[src/rtl/rr_mult_pp_pipe.sv]
// Two-stage redundant-radix digit multiplier: pp = a * b, one B digit per beat.
// Ports: clk, rst_n (sync), in_valid/in_ready + a/b, out_valid/out_ready + pp,
// out_last only when RR_PP_DIGIT_CNT_EN is defined (per-multiplication digit count).
module rr_mult_pp_pipe #(
  parameter int RADIX = 4,
  parameter int J = 0,
  parameter int NUM_DIGITS = 8,
  localparam int D = $clog2(RADIX) + 1
) (
  input  logic               clk,
  input  logic               rst_n,
  input  logic               in_valid,
  output logic               in_ready,
  input  logic [D*(J+3)-1:0] a,
  input  logic [D-1:0]       b,
  output logic               out_valid,
  input  logic               out_ready,
  output logic [D*(J+4)-1:0] pp
`ifdef RR_PP_DIGIT_CNT_EN
  ,
  output logic               out_last
`endif
);

  localparam int NA = J + 3;
  localparam int NP = J + 4;
  localparam int L = $clog2(RADIX);
  localparam int W = 2 * D;

  logic v1, v2, ld1, ld2;
  logic [D*NP-1:0] ev_n, od_n, ev_q, od_q, sum_n;

  assign ld2 = !v2 || out_ready;
  assign ld1 = !v1 || ld2;
  assign in_ready = ld1;
  assign out_valid = v2;

  if (RADIX == 2) begin : g_r2
    always_comb begin
      logic [1:0] ai;
      ai = '0;
      ev_n = '0;
      od_n = '0;
      for (int i = 0; i < NA; i++) begin
        ai = a[2*i +: 2];
        if (ai == 2'b10) ai = 2'b00;
        if (b == 2'b01)
          ev_n[2*i +: 2] = ai;
        else if (b == 2'b11)
          ev_n[2*i +: 2] = {ai[1] ^ ai[0], ai[0]};
      end
    end

    // Odd vector is identically zero here, so the sum is the even vector.
    assign sum_n = ev_q | od_q;
  end else begin : g_rn
    always_comb begin
      logic signed [D-1:0] ai, bi;
      logic signed [W-1:0] p, mag, hi, lo;
      ai = '0;
      bi = b;
      p = '0;
      mag = '0;
      hi = '0;
      lo = '0;
      ev_n = '0;
      od_n = '0;
      for (int i = 0; i < NA; i++) begin
        ai = a[D*i +: D];
        p = W'(ai) * W'(bi);
        // Quotient truncated toward zero, remainder keeps the sign of p.
        mag = p[W-1] ? -p : p;
        hi = mag >>> L;
        if (p[W-1]) hi = -hi;
        lo = p - (hi <<< L);
        if (i % 2 == 0) begin
          ev_n[D*i +: D] = lo[D-1:0];
          ev_n[D*(i+1) +: D] = hi[D-1:0];
        end else begin
          od_n[D*i +: D] = lo[D-1:0];
          od_n[D*(i+1) +: D] = hi[D-1:0];
        end
      end
    end

    localparam logic signed [W-1:0] RM1 = W'(RADIX - 1);
    localparam logic signed [W-1:0] ONE = W'(1);

    // Carry-free add: transfer t in {-1,0,1} chosen from the local digit
    // sum only. The top digit is a lone hi (|hi| <= RADIX-2), so no
    // transfer ever leaves the vector.
    always_comb begin
      logic signed [D-1:0] xd, yd;
      logic signed [W-1:0] w, t, tin, z;
      xd = '0;
      yd = '0;
      w = '0;
      t = '0;
      tin = '0;
      z = '0;
      sum_n = '0;
      for (int i = 0; i < NP; i++) begin
        xd = ev_q[D*i +: D];
        yd = od_q[D*i +: D];
        w = W'(xd) + W'(yd);
        if (w >= RM1)
          t = ONE;
        else if (w <= -RM1)
          t = -ONE;
        else
          t = '0;
        z = w - (t <<< L) + tin;
        sum_n[D*i +: D] = z[D-1:0];
        tin = t;
      end
    end
  end

  always_ff @(posedge clk) begin
    if (!rst_n) begin
      v1 <= 1'b0;
      v2 <= 1'b0;
      ev_q <= '0;
      od_q <= '0;
      pp <= '0;
    end else begin
      if (ld1) v1 <= in_valid;
      if (ld1 && in_valid) begin
        ev_q <= ev_n;
        od_q <= od_n;
      end
      if (ld2) v2 <= v1;
      if (ld2 && v1) pp <= sum_n;
    end
  end

`ifdef RR_PP_DIGIT_CNT_EN
  logic [7:0] cnt;
  logic l1, last;

  assign last = (cnt == 8'(NUM_DIGITS - 1));

  always_ff @(posedge clk) begin
    if (!rst_n) begin
      cnt <= '0;
      l1 <= 1'b0;
      out_last <= 1'b0;
    end else begin
      if (ld1 && in_valid) begin
        cnt <= last ? 8'd0 : cnt + 8'd1;
        l1 <= last;
      end
      if (ld2 && v1) out_last <= l1;
    end
  end
`endif

endmodule

[config.mk]
export PLATFORM = sky130hd
export DESIGN_NAME = rr_mult_pp_pipe
export DESIGN_NICKNAME = d
export VERILOG_FILES = /design/src/rtl/rr_mult_pp_pipe.sv
export SDC_FILE = /design/constraint.sdc
export NUM_CORES = 1
export LEC_CHECK = 0
export ABC_AREA = 1
export CAP_MARGIN = 5
export CORE_ASPECT_RATIO = 1.75
export CORE_MARGIN = 1.5
export CORE_UTILIZATION = 62
export DETAILED_ROUTE_END_ITERATION = 8
export PLACE_DENSITY = 0.92
export SYNTH_ARGS = -nofsm -noshare
export SYNTH_HDL_FRONTEND = slang
export SYNTH_SLANG_ARGS = --single-unit
[constraint.sdc]
create_clock -name clk -period 6.8 [get_ports clk]
set_input_delay 0.68 -clock clk [delete_from_list [all_inputs] [get_ports clk]]
set_output_delay 0.68 -clock clk [all_outputs]
set_load 0.05 [all_outputs]
==> impl_metrics.yaml <==
drt:
  via_per_inst: 5.295
  routedWlPerCell_um: 11.34
  drtAntennaViolNets: 0
  drt_first_pass_iters: 4
  drcViolationCount: 0
  drt_iter0_markers: 51
  vias: 2621
  drt-total-wl_um: 5615
global_route:
  grt.overflow.total: 0
  grt_max_degree: 27
  antenna_found_initial: 0
  grt_pass1_wl_um: 9880
  first_global_vias: 2584
  grt_usage: 0.2552
min_path:
  hp-start: "pp[9]$_SDFFE_PN0P_"
  hold_path_class: "flip-flop to flip-flop"
  hold_depth: 2
  min_to: "pp[9]$_SDFFE_PN0P_"
clock_tree:
  ctsResizeCount: 0
  cts_made_buffers: 5
  cts_buffer_depth: 2
  cts_max_level: 2
  cts_root_buffer: "clkbuf_8"
  cts_setup_buffers: 0
  cts_hold_buf: 0
  clk_pin_slew_ns: 0.06
  tritoncts: "yes"
  clock-sinks: 32
  insertion_delay_ns: 0.28
timing:
  tightest_slew_ns: 0.6048
  min_period_ns: 4.379
  maxSlewHeadroom: 0.5955
  drv_slew: 0
  setup_viol: 0
  fmax_ghz: 0.2284
  fin_crit_sh: 0.6440
  fin_skew_ns: 0.001197
  hold_viol: 0
  fin_setup_tns_ns: 0
  rsz0062_at_grt: "false"
final_layout:
  final_core_util: 0.7413
  fin_cells: 495
  drive_gt1_frac: 0.04505
  fin_nets: 508
  n_fill_cell: 346
  antenna_cells: 0
  multi_input_comb_area_um2: 1894
  area_growth_pct: 13.44
  seq_area_um2: 640.6
floorplanning:
  core_area_um2: 4444
  die_w_um: 54.74
  initial_core_util: 0.6534
  die_y_um: 93.54
  rows: 32
  ios: 30
  die_area_um2: 5120
critical_path:
  reg2reg_to: "pp[11]$_SDFFE_PN0P_"
  max_stage_delay_ns: 0.48
  slowest_stage: "fa_1"
  ff2ff_setup_slack_ns: 4.21
  required_ns: 6.99
  worst_path_most_repeated_cell: "inv_1"
  critPathMaxFanout: 12
  startpoint_type: "input port"
  crit_arrival_ns: 4.57
  crit_cells: 19
  crit_chain: "clkdlybuf4s50_1 > inv_1 > or2_2 > fa_1 > inv_1 > ha_1 > ha_1 > fa_1 > xor2_1 > xnor2_2 > nand3_1 > o21ai_0 > inv_1 > ha_1 > or2_1 > nand4_1 > nand3_1 > nand2_1 > inv_1"
  path_buf_inv: 5
  timing.rr.start: "ev_q[6]$_SDFFE_PN0P_"
  crit_type: "input port to flip-flop"
  reg2reg_depth: 13
  cpLargestDelayFamily: "adder cells"
  cp-end-kind: "flip-flop"
synthesis:
  ys_seq_area_frac: 0.2206
  ys_warn_count: 0
  ys_async_sr_fraction: 0
  synth_edf_count: 0
  syn_area_um2: 2904
  synth_cells: 416
  synth.net_count: 481
  ys_ff_latch: 32
  synth_area_per_cell_um2: 6.981
  synth_ff_type: "dfxtp_1"
  synth.distinct_cells: 25
place:
  routabilityCongestion: 0.8136
  portBuffers: 29
  dp_cells: 487
  dp_hpwl_um: 4456
pwr:
  power.density_nw_per_um2: 256.4
  vdd_drop_max_v: 0.0001856
  p_leak_uw: 0.001805
status:
  status: "finished clean"
flow_run:
  max-cap-violations: 0
## cell families after synthesis
logic type | after synthesis | synth area share
adder cells (fa/ha/maj) | 49 | 0.2473
flip-flops | 32 | 0.2206
AND/OR/NAND/NOR | 170 | 0.2520
AO/OA/AOI/OAI | 57 | 0.09995
XOR/XNOR | 15 | 0.05300
buffers and inverters | 93 | 0.1271
## routing by layer
layer  share of wire  track usage  up-vias
met3           0.039      0.04473       13
met5               0            0        -
met2            0.55       0.4821       73
met4           0.025       0.1167        0
li1                -            -     1354
met1            0.38       0.2444     1181
## layout make-up
type                       count  share of cell area
clock buffer                   8             0.02735
inverter                      84             0.09571
multi-input combinational    291              0.5750
sequential                    32              0.1945
tap                           51             0.01937
timing repair buffer          29             0.08811
## stage by stage
| step | hold slack [ns] | setup slack (ns) | total power, uW | area [um^2] |
|---|---|---|---|---|
| 2_1_floorplan | 0.4683 | 2.859 | 585.0 | 2904 |
| 3_3_place_gp | 0.4605 | 2.203 | 655.0 | 3204 |
| 3_5_place_dp | 0.4772 | 2.129 | 684.0 | 3204 |
| 4_1_cts | 0.4909 | 2.433 | 839.9 | 3294 |
| 5_1_grt | 0.5097 | 2.107 | 914.8 | 3294 |
| 6_report | 0.4838 | 2.421 | 844.6 | 3294 |
## placed cells by master, fill, tap and decap left out
cell             Yosys  routed
clkbuf_1             4       2
nand4_1              3       3
fa_1                14      14
nand3_1             30      30
a211oi_1             2       2
ha_1                35      35
nor2_2               1       1
or2_2                6       6
clkbuf_8             1       6
nor2_1              38      38
nand4_2              1       1
clkinv_1             2       2
nand3b_1             2       2
nand2_1             83      83
clkdlybuf4s50_1      0      29
nand2_2              3       3
xnor2_1              5       5
a21oi_1             23      23
xnor2_2              3       3
or2_1                3       3
xor2_1               7       7
o21ai_0             32      32
inv_1               82      82
dfxtp_1             32      32
## tightest hold or removal path, cell delays in order (launching register included)
cell and delay (ns):
dfxtp_1 0.32, nor2_1 0.04, nor2_1 0.08
## Yosys cell counts, types with 2 or more instances
cell type,number,area share
nand2_1,83,0.11
inv_1,82,0.11
nor2_1,38,0.049
ha_1,35,0.15
dfxtp_1,32,0.22
o21ai_0,32,0.055
nand3_1,30,0.052
a21oi_1,23,0.040
fa_1,14,0.097
xor2_1,7,0.021
or2_2,6,0.013
xnor2_1,5,0.015
clkbuf_1,4,0.0052
nand2_2,3,0.0065
nand4_1,3,0.0065
or2_1,3,0.0065
xnor2_2,3,0.017
a211oi_1,2,0.0052
buf_2,2,0.0034
buf_4,2,0.0052
clkinv_1,2,0.0026
nand3b_1,2,0.0052
## flip-flops by register name (all words and copies together) (netlist names)
register   count
ev_q          12
od_q           6
out_valid      1
pp            12
v1             1
## worst max path at each step
stage | from | to
floorplan | b[2] | ev_q[5]$_SDFFE_PN0P_
global placement | b[2] | ev_q[5]$_SDFFE_PN0P_
detailed placement | b[2] | ev_q[5]$_SDFFE_PN0P_
CTS | b[2] | ev_q[5]$_SDFFE_PN0P_
global route | b[2] | ev_q[11]$_SDFFE_PN0P_
finish | b[2] | od_q[8]$_SDFFE_PN0P_
## power breakdown
part           internal, uW  switching [uW]  total, uW
combinational           185             284        469
sequential              210            14.3        224
clock                  82.5            68.9        151
total                   477             367        845
No activity file was read; power rests on OpenSTA's default activity.
